$ cat src/rtl/riscv_pkg.sv
// Shared constants for the RISC-V pipeline stages.
// Holds the ALU operation encodings, forwarding selects, writeback
// source selects and branch funct3 values, so that the decoder,
// hazard unit and execute stage all agree on one encoding.
package riscv_pkg;

    // ALU operation select (ALUControl)
    localparam logic [2:0] ALU_ADD  = 3'b000;
    localparam logic [2:0] ALU_SUB  = 3'b001;
    localparam logic [2:0] ALU_AND  = 3'b010;
    localparam logic [2:0] ALU_OR   = 3'b011;
    localparam logic [2:0] ALU_XOR  = 3'b100;
    localparam logic [2:0] ALU_SLT  = 3'b101;
    localparam logic [2:0] ALU_SLTU = 3'b110;
    localparam logic [2:0] ALU_SLL  = 3'b111;

    // Operand forwarding select from the hazard unit
    localparam logic [1:0] FWD_REG = 2'b00;
    localparam logic [1:0] FWD_WB  = 2'b01;
    localparam logic [1:0] FWD_MEM = 2'b10;

    // Writeback result source
    localparam logic [1:0] RESULT_ALU = 2'b00;
    localparam logic [1:0] RESULT_MEM = 2'b01;
    localparam logic [1:0] RESULT_PC4 = 2'b10;

    // Branch funct3 encodings
    localparam logic [2:0] BR_BEQ  = 3'b000;
    localparam logic [2:0] BR_BNE  = 3'b001;
    localparam logic [2:0] BR_BLT  = 3'b100;
    localparam logic [2:0] BR_BGE  = 3'b101;
    localparam logic [2:0] BR_BLTU = 3'b110;
    localparam logic [2:0] BR_BGEU = 3'b111;

endpackage

$ cat src/rtl/execute_cycle_alu.sv
// Combinational ALU for the execute stage.
// Ports:
//   a, b    : operands
//   ctrl    : operation select (ALU_* encodings)
//   result  : selected operation result, modulo 2^XLEN
//   zero    : a equals b
//   lt      : a < b, signed
//   ltu     : a < b, unsigned
// The flags come straight from comparing the operands rather than from
// the selected result, so they are valid for branches regardless of which
// operation is driving result.
module alu
    import riscv_pkg::*;
#(
    parameter int XLEN = 32
) (
    input  logic [XLEN-1:0] a,
    input  logic [XLEN-1:0] b,
    input  logic [2:0]      ctrl,
    output logic [XLEN-1:0] result,
    output logic            zero,
    output logic            lt,
    output logic            ltu
);

    always_comb begin
        zero = (a == b);
        lt   = ($signed(a) < $signed(b));
        ltu  = (a < b);
    end

    always_comb begin
        result = '0;
        unique case (ctrl)
            ALU_ADD:  result = a + b;
            ALU_SUB:  result = a - b;
            ALU_AND:  result = a & b;
            ALU_OR:   result = a | b;
            ALU_XOR:  result = a ^ b;
            ALU_SLT:  result = {{(XLEN-1){1'b0}}, lt};
            ALU_SLTU: result = {{(XLEN-1){1'b0}}, ltu};
            ALU_SLL:  result = a << b[4:0];
            default:  result = '0;
        endcase
    end

endmodule

$ cat src/rtl/execute_cycle.sv
// Execute stage of the 5-stage RISC-V pipeline.
// Applies forwarding to both source operands, runs the ALU, resolves
// branches / jal / jalr into a same-cycle PC redirect, and registers the
// results into the EX/MEM pipeline register.
// Ports:
//   clk, rst                      : clock, async active-high reset
//   RD1_E, RD2_E, ImmExtE         : operands and immediate from ID/EX
//   PCE, PCPlus4E, InstrE, RdE    : instruction context from ID/EX
//   RegWriteE..ALUSrcE            : control from ID/EX
//   ALUControlE, ResultSrcE       : ALU op and writeback source
//   ForwardAE, ForwardBE          : forwarding selects from hazard unit
//   ALUResultM_fwd, ResultW       : forwarded values from MEM and WB
//   PCSrcE, PCTargetE             : combinational redirect to fetch
//   *M outputs                    : EX/MEM register contents
module execute_cycle
    import riscv_pkg::*;
#(
    parameter int              XLEN           = 32,
    parameter logic [XLEN-1:0] RESET_PC_PLUS4 = '0
) (
    input  logic            clk,
    input  logic            rst,
    input  logic [XLEN-1:0] RD1_E,
    input  logic [XLEN-1:0] RD2_E,
    input  logic [XLEN-1:0] ImmExtE,
    input  logic [XLEN-1:0] PCE,
    input  logic [XLEN-1:0] PCPlus4E,
    input  logic [31:0]     InstrE,
    input  logic [4:0]      RdE,
    input  logic            RegWriteE,
    input  logic            MemWriteE,
    input  logic            JumpE,
    input  logic            jalrE,
    input  logic            BranchE,
    input  logic            ALUSrcE,
    input  logic [2:0]      ALUControlE,
    input  logic [1:0]      ResultSrcE,
    input  logic [1:0]      ForwardAE,
    input  logic [1:0]      ForwardBE,
    input  logic [XLEN-1:0] ALUResultM_fwd,
    input  logic [XLEN-1:0] ResultW,
    output logic            PCSrcE,
    output logic [XLEN-1:0] PCTargetE,
    output logic [XLEN-1:0] ALUResultM,
    output logic [XLEN-1:0] WriteDataM,
    output logic [4:0]      RdM,
    output logic [XLEN-1:0] PCPlus4M,
    output logic            RegWriteM,
    output logic            MemWriteM,
    output logic [1:0]      ResultSrcM,
    output logic [31:0]     InstrM
);

    logic [XLEN-1:0] src_a_e;
    logic [XLEN-1:0] write_data_e;
    logic [XLEN-1:0] src_b_e;
    logic [XLEN-1:0] alu_result_e;
    logic            zero_e;
    logic            lt_e;
    logic            ltu_e;
    logic [2:0]      funct3_e;
    logic            branch_cond_e;
    logic [XLEN-1:0] jalr_sum_e;

    logic [XLEN-1:0] alu_result_d, alu_result_q;
    logic [XLEN-1:0] write_data_d, write_data_q;
    logic [4:0]      rd_d, rd_q;
    logic [XLEN-1:0] pc_plus4_d, pc_plus4_q;
    logic            reg_write_d, reg_write_q;
    logic            mem_write_d, mem_write_q;
    logic [1:0]      result_src_d, result_src_q;
    logic [31:0]     instr_d, instr_q;

    // Forwarding muxes; the reserved select 11 falls back to the register value.
    always_comb begin
        unique case (ForwardAE)
            FWD_WB:  src_a_e = ResultW;
            FWD_MEM: src_a_e = ALUResultM_fwd;
            default: src_a_e = RD1_E;
        endcase
        unique case (ForwardBE)
            FWD_WB:  write_data_e = ResultW;
            FWD_MEM: write_data_e = ALUResultM_fwd;
            default: write_data_e = RD2_E;
        endcase
        src_b_e = ALUSrcE ? ImmExtE : write_data_e;
    end

    alu #(.XLEN(XLEN)) u_alu (
        .a      (src_a_e),
        .b      (src_b_e),
        .ctrl   (ALUControlE),
        .result (alu_result_e),
        .zero   (zero_e),
        .lt     (lt_e),
        .ltu    (ltu_e)
    );

    // Branch resolution; funct3 010/011 are not branches and never redirect.
    always_comb begin
        funct3_e = InstrE[14:12];
        unique case (funct3_e)
            BR_BEQ:  branch_cond_e = zero_e;
            BR_BNE:  branch_cond_e = !zero_e;
            BR_BLT:  branch_cond_e = lt_e;
            BR_BGE:  branch_cond_e = !lt_e;
            BR_BLTU: branch_cond_e = ltu_e;
            BR_BGEU: branch_cond_e = !ltu_e;
            default: branch_cond_e = 1'b0;
        endcase
        PCSrcE = JumpE | jalrE | (BranchE & branch_cond_e);
    end

    // Dedicated target adder so the redirect never waits on the ALU mux.
    // jalr wins over the PC-relative target when both could apply.
    always_comb begin
        jalr_sum_e = src_a_e + ImmExtE;
        if (jalrE)
            PCTargetE = {jalr_sum_e[XLEN-1:1], 1'b0};
        else
            PCTargetE = PCE + ImmExtE;
    end

    always_comb begin
        alu_result_d = alu_result_e;
        write_data_d = write_data_e;
        rd_d         = RdE;
        pc_plus4_d   = PCPlus4E;
        reg_write_d  = RegWriteE;
        mem_write_d  = MemWriteE;
        result_src_d = ResultSrcE;
        instr_d      = InstrE;
    end

    // EX/MEM register. Reset clears MemWrite immediately so an in-flight
    // store can never reach memory.
    always_ff @(posedge clk or posedge rst) begin
        if (rst) begin
            alu_result_q <= '0;
            write_data_q <= '0;
            rd_q         <= '0;
            pc_plus4_q   <= RESET_PC_PLUS4;
            reg_write_q  <= 1'b0;
            mem_write_q  <= 1'b0;
            result_src_q <= '0;
            instr_q      <= '0;
        end else begin
            alu_result_q <= alu_result_d;
            write_data_q <= write_data_d;
            rd_q         <= rd_d;
            pc_plus4_q   <= pc_plus4_d;
            reg_write_q  <= reg_write_d;
            mem_write_q  <= mem_write_d;
            result_src_q <= result_src_d;
            instr_q      <= instr_d;
        end
    end

    assign ALUResultM = alu_result_q;
    assign WriteDataM = write_data_q;
    assign RdM        = rd_q;
    assign PCPlus4M   = pc_plus4_q;
    assign RegWriteM  = reg_write_q;
    assign MemWriteM  = mem_write_q;
    assign ResultSrcM = result_src_q;
    assign InstrM     = instr_q;

endmodule

$ cat config.mk
export PLATFORM = sky130hd
export DESIGN_NAME = execute_cycle
export DESIGN_NICKNAME = d
export VERILOG_FILES = /design/src/rtl/riscv_pkg.sv /design/src/rtl/execute_cycle_alu.sv /design/src/rtl/execute_cycle.sv
export SDC_FILE = /design/constraint.sdc
export NUM_CORES = 1
export LEC_CHECK = 0
export CAP_MARGIN = 15
export CORE_MARGIN = 8
export CORE_UTILIZATION = 33
export CTS_CLUSTER_DIAMETER = 30
export DETAILED_ROUTE_END_ITERATION = 8
export PLACE_DENSITY = 0.7
export SLEW_MARGIN = 20
export SYNTH_ARGS = -nofsm -noshare
export SYNTH_HDL_FRONTEND = slang
export SYNTH_SLANG_ARGS = --single-unit
$ cat constraint.sdc
create_clock -name clk -period 10 [get_ports clk]
set_clock_uncertainty 0.2 [all_clocks]
set_input_delay 3 -clock clk [delete_from_list [all_inputs] [get_ports clk]]
set_output_delay 3 -clock clk [all_outputs]
set_load 0.005 [all_outputs]
* After elaboration in Yosys (flattened, before gate mapping) *
Index checks and enable logic that the tools add are counted.

storage, ports and cells
  bits of input ports = 278
  output and inout port bits = 170
  flip-flop bits (word level) = 137
  word-level logic and storage cells = 49

operators by class
  muxes and demuxes = 6
  add/subtract/negate cells = 4
  bitwise operators = 6
  $lt $le $gt $ge = 2
  eq/ne operators = 17
  reduce and logical (&&, ||, !) cells = 5
  shift operators = 1

operators by type and width
  operator              count
  $pmux W32 S8          1
  $pmux W32 S2          2
  $add A32 B32 Y32      3
  $lt A32 B32 Y1        2
  $mux W32              2
  $and A32 B32 Y32      1
  $eq A32 B32 Y1        1
  $or A32 B32 Y32       1
  $shl A32 B5 Y32       1
  $sub A32 B32 Y32      1
  $xor A32 B32 Y32      1
  $eq A3 B3 Y1 const B  8
  $eq A3 B1 Y1 const B  2
  $eq A3 B2 Y1 const B  2
  $logic_not A3 Y1      2
  $pmux W1 S6           1
  $eq A2 B1 Y1 const B  2
  $eq A2 B2 Y1 const B  2
  $logic_not A1 Y1      3
  $or A1 B1 Y1          2
  $and A1 B1 Y1         1

* Logic depth before layout (Yosys ltp) *
  word-level depth = 8
  depth in mapped cells = 21
  depth with buffers taken out = 18

* Cells and area by module *
From an unflattened synthesis, not the netlist that was laid out.

second synthesis, totals
  cells, all modules = 1925
  area, all modules = 15396.0 sq um

modules (own cells, without submodules)
  module         times used  cells an instance  area an instance (sq um)  seq. area each (sq um)
  execute_cycle  1           887                8399.3                    3428.3
  alu            1           1038               6996.7                    0.0

* Worst setup path before layout *
Ideal clock, no wire load.

  kind = input to output
  start = input ForwardBE[0]
  end = output PCSrcE
  cell stages on the path = 21
  path slack = -0.083 ns
  data arrival time = 6.883 ns
  path through = inv_1 ha_1 buf_2 nor2b_1 o31a_1 inv_2 buf_2 buf_1 ha_1 inv_1 fa_1 a21o_1 a21oi_1 nand4b_1 a31oi_1 and4_1 nor3_1 o31ai_1 a221oi_2 xnor2_1 o21ai_1

between the ends
  longest elaborated chain between the ends = 8

ends and longest elaborated chain
  what                                          line                                                              text
  start: declaration                            execute_cycle.sv:39                                               input logic [1:0] ForwardBE,
  $eq A2 B2 Y1 or $eq A2 B1 Y1 (tied branches)  execute_cycle.sv:81                                               unique case (ForwardBE)
  $pmux W32 S2 *                                execute_cycle.sv:81
  $mux W32 *                                    execute_cycle.sv:86                                               src_b_e = ALUSrcE ? ImmExtE : write_data_e;
  $lt A32 B32 Y1 (tied with other cells)        execute_cycle_alu.sv:29                                           ltu = (a < b);
  $logic_not A1 Y1, on equally long branches    execute_cycle.sv:108, execute_cycle.sv:104, execute_cycle.sv:106
  $pmux W1 S6 *                                 execute_cycle.sv:102                                              unique case (funct3_e)
  $and A1 B1 Y1 *                               execute_cycle.sv:111                                              PCSrcE = JumpE | jalrE | (BranchE & branch_cond_e);
  $or A1 B1 Y1 *                                execute_cycle.sv:111
  end: declaration                              execute_cycle.sv:42                                               output logic PCSrcE,

Every way passes the cells marked *; elsewhere a longest branch is shown, timed or not.

* Final worst setup path *
  start = input ForwardAE[0]
  end = output PCTargetE[30]

between the ends
  longest elaborated chain between the ends = 4

ends and longest elaborated chain
  what                                          line                  text
  start: declaration                            execute_cycle.sv:38   input logic [1:0] ForwardAE,
  $eq A2 B2 Y1 or $eq A2 B1 Y1 (tied branches)  execute_cycle.sv:76   unique case (ForwardAE)
  $pmux W32 S2 *                                execute_cycle.sv:76
  $add A32 B32 Y32 *                            execute_cycle.sv:117  jalr_sum_e = src_a_e + ImmExtE;
  $mux W32 *                                    execute_cycle.sv:118  if (jalrE)
  end: declaration                              execute_cycle.sv:43   output logic [XLEN-1:0] PCTargetE,

Marked as above.

==> run summary <==
Status -> finished clean
Area after DPL -> 22500 µm²
Final hold viol count -> 0
Synth Cell Area -> 15200 µm²
Port-buffer cells -> 447
Die width -> 230 µm
Layout Cells excl Fill -> 3332
Number of buffers created by CTS -> 17
EDFF count, synth -> 0
DR DRC count -> 0
Family with the most delay on the worst path -> compound AO/OA/AOI/OAI gates
Fin area -> 23500 µm²
Max_cap viols -> 0
Placed cell count -> 3289
Fin Setup TNS -> 0 ns
Number of global-route vias before repair -> 18678
DP Wirelength -> 63500 µm
Crit path kind -> in2out
CP max stage delay -> 0.34 ns
Worst Setup Start Kind -> input pin
Peak supply drop -> 0.117 mV
Global-route wire length before repair -> 114000 µm
GRT Residual Overflow -> 0
Seq/Total Area, Yosys -> 22.6%
Post-Route WL -> 76600 µm
Synth Register Bits -> 137
CP Buf/Inv Count -> 6
Htree depth -> 4
Commonest register cell after synthesis -> dfrtp_1
Slew @ Worst Pin -> 1.05 ns
DR pass1 iterations -> 6
Met3 routed WL -> 6960 µm
Layout Nets -> 3163
Mapped Nets -> 2450
Arrival @ worst endpoint -> 6.70 ns
Gpl congestion -> 0.971
Commonest non-fill, non-tap cells in the layout -> clkdlybuf4s50_1 (422), buf_4 (350), a21oi_1 (204)
Worst-path clk slew -> 0.08 ns
Max FO, Critical Path -> 12
Crit-path cells -> dlymetal6s2s_1 -> inv_1 -> ha_4 -> buf_6 -> a22oi_1 -> o21ai_2 -> ha_1 -> buf_4 -> a21oi_2 -> o21ai_0 -> a21oi_2 -> o211ai_1 -> a211o_1 -> nand2_2 -> o31ai_2 -> buf_4 -> a41oi_2 -> xor2_1 -> mux2i_1 -> clkdlybuf4s15_2
Fin crit share -> 99.0%
Cts hold-fix bufs -> 0
Row cnt -> 78
Met2 WL -> 34100 µm
Die Y -> 230 µm
Filler instances -> 4373
DRT antenna net count -> 0
TritonCTS clock tree -> yes
Slew Limit Fails -> 0
Top sig layer -> met5
Die ar. -> 53100 µm²
IO Count -> 448
Via count -> 18730
Area grow syn2layout -> 55.0%
Final setup vio count -> 0
DRT iter0 DRCs -> 1903
Initial antenna violation count -> 3
Worst Path Required -> 6.80 ns
Total GRT Usage -> 27.6%
Placeable Area -> 45400 µm²
Met1 Wirelength -> 33300 µm
Hold Path Class -> in2reg
Largest cells by area after synthesis -> dfrtp_1 (23%), ha_1 (13%), a21oi_1 (7.0%)
Static Leak -> 0.0107 µW
Synth Instances -> 2006
Min Tclk post-route -> 9.90 ns
Crit. End Element -> output port
Critical Path Slowest Stage Cell -> o211ai_1
Synth area leader -> dfrtp_1
Fmax -> 0.101 GHz
Largest net degree at the start of global routing -> 85
Syn_area_per_cell -> 7.56 µm²
Most common cell after layout, fill and taps aside -> clkdlybuf4s50_1
Initial core utilization -> 33.4%
Antenna Diode Count -> 0
Warnings from Yosys -> 0
Tot Pwr -> 3110 µW
Clock root buffer -> clkbuf_16
Pwr per Cell Area -> 132 nW/µm²
Vias per inst -> 5.62
Post-synth ARST share -> 100%
Slew headroom -> 29.7%
Max clock buf depth -> 2
WL/cell -> 23.0 µm
Yosys top cell area share -> 22.6%
Clk sink count -> 137
Synth cell types -> 94
Layout cell share with drive strength beyond 1 -> 17.9%
==> cells by family (layout without fill, tap and decap cells) <==
group	Yosys count	count (layout)	share of synthesized area, %
xor gates and xnor gates	75	75	4.33
and+or+nand+nor	540	540	15.9
adders and majority gates	166	166	13.9
DFF	137	137	22.6
muxes	54	54	3.73
AOI/OAI and AO/OA	758	758	32.2
buffers and inverters	276	1002	7.31
==> through the flow <==
step                worst slack [ns]  utilization (%)  hold WS, ns
finish                        0.0982             51.8         2.78
global route                 -0.0439             51.8         2.77
global placement              -0.813             49.6         3.25
detailed placement            -0.943             49.6         3.25
floorplan                     0.0578                -         2.83
CTS                           -0.111             51.6         2.74
==> cells in the mapped netlist (24+ instances only) <==
cell and n:
ha_1 162, a22oi_1 69, a211oi_1 24, nor3_1 27, inv_1 156, nand2_1 189
o21ai_1 28, xnor2_1 47, xor2_1 28, a21o_1 39, o22ai_1 35, o21ai_0 150
clkbuf_1 71, dfrtp_1 137, mux2i_1 45, a21oi_1 212, nand3_1 31, nor2_1 183
==> final timing paths <==
check / start / slack (ns) / end / depth (start not counted)
max in group asynchronous: rst / 5.53 / WriteDataM[29] / 3
min in group asynchronous: rst / 2.85 / ALUResultM[30] / 2
max: ForwardAE[0] / 0.1 / PCTargetE[30] / 20
min: InstrE[15] / 2.78 / InstrM[15] / 1
==> layout make-up <==
cell class | instances | area, µm² | share of cell area (%)
Clock buffer | 19 | 443 | 1.88
Clock inverter | 13 | 140 | 0.596
Inverter | 166 | 631 | 2.68
Multi-Input combinational cell | 1593 | 11000 | 46.6
Sequential cell | 137 | 3430 | 14.6
Tap cell | 600 | 751 | 3.19
Timing Repair Buffer | 804 | 7160 | 30.5
==> power breakdown <==
group / internal [µW] / switching [µW] / leakage [µW]
combinational: 856 / 990 / 0.00875
sequential: 610 / 19.8 / 0.00165
clock: 355 / 279 / 0.000271
total: 1820 / 1290 / 0.0107
==> metal layers <==
layer / GRT usage, % / up-vias
met4: 8.77 / 6
li1: - / 8667
met1: 37.0 / 8890
met3: 5.64 / 114
met5: 0 / -
met2: 44.1 / 1053
==> repair_timing <==
action                     CTS  global route
gates resized for setup     92            38
setup endpoints to repair   24            21
buffers inserted             7             4
cloned                       0             0
pin swaps                   29            18
==> registers in the layout, summed over array words and instances, names as in the netlist <==
signal / cells
InstrM: 32
ResultSrcM: 2
ALUResultM: 32
RegWriteM: 1
WriteDataM: 32
PCPlus4M: 32
RdM: 5
MemWriteM: 1
Note: power is estimated with default switching activity, not from simulation.
